## src/rtl/ifid_queue.sv

```systemverilog
// ifid_queue: circular buffer between instruction fetch and decode.
// It holds up to DEPTH {pc, inst} entries. Occupancy comes from a
// registered count, so fetch_ready_out never depends on dec_ready_in
// within the same cycle. Head outputs read as zero while the queue is empty.
module ifid_queue #(
    parameter int DEPTH = 2
) (
    input  logic                     clock_in,
    input  logic                     reset_in,
    input  logic                     flush_in,
    input  logic                     fetch_valid_in,
    output logic                     fetch_ready_out,
    input  logic [31:0]              fetch_pc_in,
    input  logic [31:0]              fetch_inst_in,
    output logic                     dec_valid_out,
    input  logic                     dec_ready_in,
    output logic [31:0]              dec_pc_out,
    output logic [4:0]               dec_opcode_out,
    output logic [24:0]              dec_inst_out,
    output logic                     dec_illegal_out,
    output logic [$clog2(DEPTH):0]   count_out
);

    localparam int PW = $clog2(DEPTH);
    localparam int CW = PW + 1;

    logic [31:0]   pc_mem   [DEPTH];
    logic [31:0]   inst_mem [DEPTH];
    logic [PW-1:0] wptr;
    logic [PW-1:0] rptr;
    logic [CW-1:0] count;
    logic          enq;
    logic          deq;
    logic [31:0]   head_inst;

    // Handshake qualification; flush suppresses both transfers.
    always_comb begin
        fetch_ready_out = (count < CW'(DEPTH));
        dec_valid_out   = (count != '0);
        enq             = fetch_valid_in && fetch_ready_out && !flush_in;
        deq             = dec_valid_out && dec_ready_in && !flush_in;
    end

    // Pointer and occupancy state. Flush has priority over both transfers.
    // NOTE: sequential state uses non-blocking assignments so every flop samples pre-edge values.
    always_ff @(posedge clock_in or posedge reset_in) begin
        if (reset_in) begin
            wptr  <= '0;
            rptr  <= '0;
            count <= '0;
        end else if (flush_in) begin
            wptr  <= '0;
            rptr  <= '0;
            count <= '0;
        end else begin
            // Pointers are PW bits wide and DEPTH is a power of two, so
            // DEPTH-1 wraps to 0 by itself.
            if (enq) wptr <= wptr + 1'b1;
            if (deq) rptr <= rptr + 1'b1;
            if (enq && !deq)      count <= count + 1'b1;
            else if (deq && !enq) count <= count - 1'b1;
        end
    end

    // Entry storage, written on enqueue.
    // NOTE: the storage array has no reset; stale entries are hidden by the zero-when-empty output mux.
    always_ff @(posedge clock_in) begin
        if (enq) begin
            pc_mem[wptr]   <= fetch_pc_in;
            inst_mem[wptr] <= fetch_inst_in;
        end
    end

    // Head presentation: all decode fields read as zero when the queue is empty.
    // NOTE: each output gets a default first, so this block cannot infer a latch.
    always_comb begin
        head_inst       = '0;
        dec_pc_out      = '0;
        dec_opcode_out  = '0;
        dec_inst_out    = '0;
        dec_illegal_out = 1'b0;
        if (dec_valid_out) begin
            head_inst       = inst_mem[rptr];
            dec_pc_out      = pc_mem[rptr];
            dec_opcode_out  = head_inst[6:2];
            dec_inst_out    = head_inst[31:7];
            dec_illegal_out = (head_inst[1:0] != 2'b11);
        end
    end

    assign count_out = count;

endmodule

```

## config.mk

```make
export PLATFORM = sky130hd
export DESIGN_NAME = ifid_queue
export DESIGN_NICKNAME = d
export VERILOG_FILES = /design/src/rtl/ifid_queue.sv
export SDC_FILE = /design/constraint.sdc
export NUM_CORES = 1
export LEC_CHECK = 0
export BUFFER_PORTS_ARGS = -buffer_cell sky130_fd_sc_hd__buf_2
export CAP_MARGIN = 15
export CORE_MARGIN = 5
export CORE_UTILIZATION = 49
export CTS_CLUSTER_DIAMETER = 150
export DETAILED_ROUTE_END_ITERATION = 7
export HOLD_SLACK_MARGIN = 0.12
export MAX_ROUTING_LAYER = met4
export PLACE_DENSITY_LB_ADDON = 0.15
export SLEW_MARGIN = 20
export SYNTH_ARGS = -nofsm -noshare
export SYNTH_HDL_FRONTEND = slang
export SYNTH_SLANG_ARGS = --single-unit
```

## constraint.sdc

```tcl
create_clock -name clock_in -period 11.8 [get_ports clock_in]
set_input_delay 2.36 -clock clock_in [delete_from_list [all_inputs] [get_ports clock_in]]
set_output_delay 2.36 -clock clock_in [all_outputs]
set_load 0.02 [all_outputs]
```

==> key figures <==
Clocking
  – Library cell used as clock root buffer: sky130_fd_sc_hd__clkbuf_8
  – Clock sinks: roughly 130
  – Post CTS Setup Buffer Count: 0
  – Clock network latency to the later pin of the worst-skew pair: about 0.50 ns
  – Post-CTS sizing: 0
  – TritonCTS clock tree: yes
  – CTS buffer count: 17
  – CTS clock-pin slew for the worst setup and hold paths: 0.06 ns
  – CTS max path bufs: 2
  – Hold-fix buffers at CTS: 0
  – Htree depth: 4

Power and ir drop
  – Pwr per Cell Area: about 180 nW/um^2
  – Worst voltage drop across the vdd grid: 106 uV
  – Net switching share of the total power: a little under a quarter
  – Sequential power share: around 47%
  – Fraction of power consumed by combinational cells: approximately a tenth
  – Power Total: about 1.2 mW
  – Sw Pwr: between 200 and 300 uW
  – Power share of the clock group: 42.9%
  – Static leakage power: around 2.5 nW
  – Design internal power: about 900 uW

Place
  – Total instance count after detailed placement: between 500 and 600
  – Count of port buffers added during placement: 135
  – HPWL after DPL: about 5700 um
  – Placed cell areas: between 5000 and 6000 um^2
  – Worst Setup Slack post-DPL: between 7 and 8 ns
  – RePlAce Congestion: approximately 0.74

Routing
  – Remaining design rule violation count: 0
  – Highest routing layer actually used: met4
  – Residual antenna-violating net count after detailed routing: 0
  – Count of TritonRoute iterations in the first routing pass: 4
  – Met1 wire length: about 3900 um
  – Routed len/inst: between 15 and 20 um
  – Post-Route WL: between 9000 and 10000 um
  – Detailed route wirelength on metal3: about 480 um
  – Drt via density: 4.87
  – Routed length on met2: about 4800 um
  – 1st-iter DRT viols: 100
  – Count of vias placed by the detailed router: ~2900

Synthesis
  – Most instantiated flip-flop cell in the synthesis netlist: sky130_fd_sc_hd__edfxtp_1
  – Number of warnings issued by yosys: 0
  – Synthesized net count: roughly 360
  – Most numerous cell types in the synthesized netlist: 128 x sky130_fd_sc_hd__edfxtp_1, 65 x sky130_fd_sc_hd__nor2_1, 63 x sky130_fd_sc_hd__mux2i_1, 7 x sky130_fd_sc_hd__buf_2, 5 x sky130_fd_sc_hd__buf_6
  – Post-synthesis async set-or-reset flop share: under 10%
  – Post-Syn Area: just over 5000 um^2
  – Cell with the most instances after synthesis: sky130_fd_sc_hd__edfxtp_1
  – Largest area contributor in the netlist: sky130_fd_sc_hd__edfxtp_1
  – Mapped Cells: 293
  – Top area cells in the synthesized netlist: sky130_fd_sc_hd__edfxtp_1 76%, sky130_fd_sc_hd__mux2i_1 12%, sky130_fd_sc_hd__nor2_1 4.8%
  – Synthesized area divided by synthesized cell count: 17.3 um^2
  – Number of synthesized flops with an enable pin: around 130
  – Proportion of netlist area held by the largest area contributor: about three quarters
  – Flip-flop and latch count after synthesis: between 100 and 150
  – Sequential element share of the synthesized area: between 70% and 80%
  – Distinct cell type count of the synthesized netlist: 22

Setup path
  – Critical path class: reg2out
  – Kind of cell with the highest combined delay on the critical path: buffers and inverters
  – Ordered list of cells on the worst path: nor2_4 > buf_4 > nor2_1 > buf_2
  – Endpoint required time on the critical path: between 9 and 10 ns
  – Arrival time of data at the critical path endpoint: ~2.2 ns
  – CP max FO: between 50 and 60
  – Buffers & Inverters on Critical Path: 2
  – Type of element capturing the critical path: output pin
  – Slowest cell on crit path: sky130_fd_sc_hd__buf_4
  – Max incr delay on CP: about 0.56 ns
  – Worst Setup Start Kind: flop

Global routing
  – Vias in the first global route: 3134
  – Grt total ovfl: 0
  – Total Routing Usage GR: between 10% and 20%
  – Wire length of the first global-routing pass: 15000 um
  – Maximum number of pins on one net before global-route repair: 66
  – Number of antenna violations at the first check in global routing: 0

Run status
  – Outcome: completed

STA
  – Final worst hold slack: a little under 0.6 ns
  – Endpoints failing setup: 0
  – Total count of hold-check failures in the final report: 0
  – Crit path time final: 4.54 ns
  – Headroom to the max-slew limit: between 40% and 50%
  – Slack of the critical path: 7.26 ns
  – Tightest Pin Transition: about 0.85 ns
  – Clock Skews: about 0.0079 ns
  – Number of pins with negative max-slew slack in the final report: 0
  – Ratio of final minimum period to clock period: just under 40%
  – Setup repair after global routing missed its margin: no
  – Maximum clock frequency: ~220 MHz
  – Setup Total Neg Slack: 0 ns

Layout
  – Cell Count, Final, Fillers Out: 586
  – Proportion of layout cells with a drive suffix above 1: 39.3%
  – Number of nets in the layout: 508
  – Final cell area excluding filler cells: about 6400 um^2
  – Final core utilization: between 60 and 70%
  – Area delta synth->final: 27.6%
  – Antenna diode count: 0

Die
  – Core Footprint: 10200 um^2
  – Floorplan die area: 12400 um^2
  – # IOs: around 140
  – Row Count: 37
  – DIE WIDTH: roughly 110 um
  – Die Ht: ~110 um
  – Initial core utilization: between 40% and 50%

Run
  – Max-cap violations: 0

Worst hold path
  – Hold crit path type: reg2reg
==> power groups by stage <==
stage	Combinational [mW]	Clock (mW)	Sequential (mW)
after global routing	0.129	0.539	0.550
final	0.119	0.502	0.548
after floorplan	0.0815	0	0.554
after CTS	0.115	0.513	0.554
after detailed placement	0.114	0	0.563
after global placement	0.113	0	0.562
==> final cells by class <==
type / instances / area [um^2]
multi-input cells: 145 / 1010
fillers: 790 / 3730
inverters: 3 / 11.3
clock buffers: 17 / 414
flip-flops and latches: 132 / 3950
well taps: 136 / 170
repair buffers: 140 / 733
clock inverters: 13 / 163
==> registers in the layout (all words and copies together), names as in the netlist <==
| register | count |
|---|---|
| wptr | 1 |
| inst_mem | 64 |
| count_out | 2 |
| rptr | 1 |
| pc_mem | 64 |
==> placed cells by master (no fill, tap or decap), drive strengths merged <==
| master | instances |
|---|---|
| buf | 140 |
| edfxtp | 128 |
| nor2 | 66 |
| mux2i | 63 |
| clkbuf | 17 |
| clkinv | 8 |
| dfrtp | 4 |
| bufinv | 3 |
| inv | 3 |
| o21ai | 2 |
| xor2 | 2 |
| nand2 | 2 |
| a21oi | 2 |
| clkinvlp | 2 |
| nand2b | 2 |
| a21o | 1 |
| and2b | 1 |
| nor3b | 1 |
| nor3 | 1 |
| a311oi | 1 |
| nor2b | 1 |
==> worst min-delay path: stages, from the launching register on <==
cell	delay, ns
sky130_fd_sc_hd__dfrtp_1	0.39
sky130_fd_sc_hd__xor2_1	0.09
sky130_fd_sc_hd__nor2_1	0.08
==> logic make-up after synthesis <==
logic type / synth area share (%)
mux: 12.5
xor+xnor: 0.347
compound gates: 0.842
flops: 78.0
buf+inv: 2.18
simple gates: 6.14
==> metal layers <==
layer | vias up | track usage, %
met2 | 92 | 28.1
met1 | 1378 | 17.6
met3 | 6 | 4.46
met4 | 0 | 6.24
met5 | - | -
li1 | 1375 | -
==> final timing paths <==
check | startpoint | to | slack [ns] | depth (start not counted)
setup / recovery | count_out[1]$_DFFE_PP0P_ | dec_pc_out[6] | 7.26 | 4
hold / removal | wptr$_DFFE_PP0P_ | wptr$_DFFE_PP0P_ | 0.59 | 2
setup reg to reg | count_out[1]$_DFFE_PP0P_ | inst_mem[0][15]$_DFFE_PP_ | 9.91 | 3
hold reg to reg | wptr$_DFFE_PP0P_ | wptr$_DFFE_PP0P_ | 0.59 | 2
max in group asynchronous | reset_in | rptr$_DFFE_PP0P_ | 9.87 | 2
min in group asynchronous | reset_in | count_out[1]$_DFFE_PP0P_ | 1.75 | 2
Note: power is estimated with default switching activity, not from simulation.
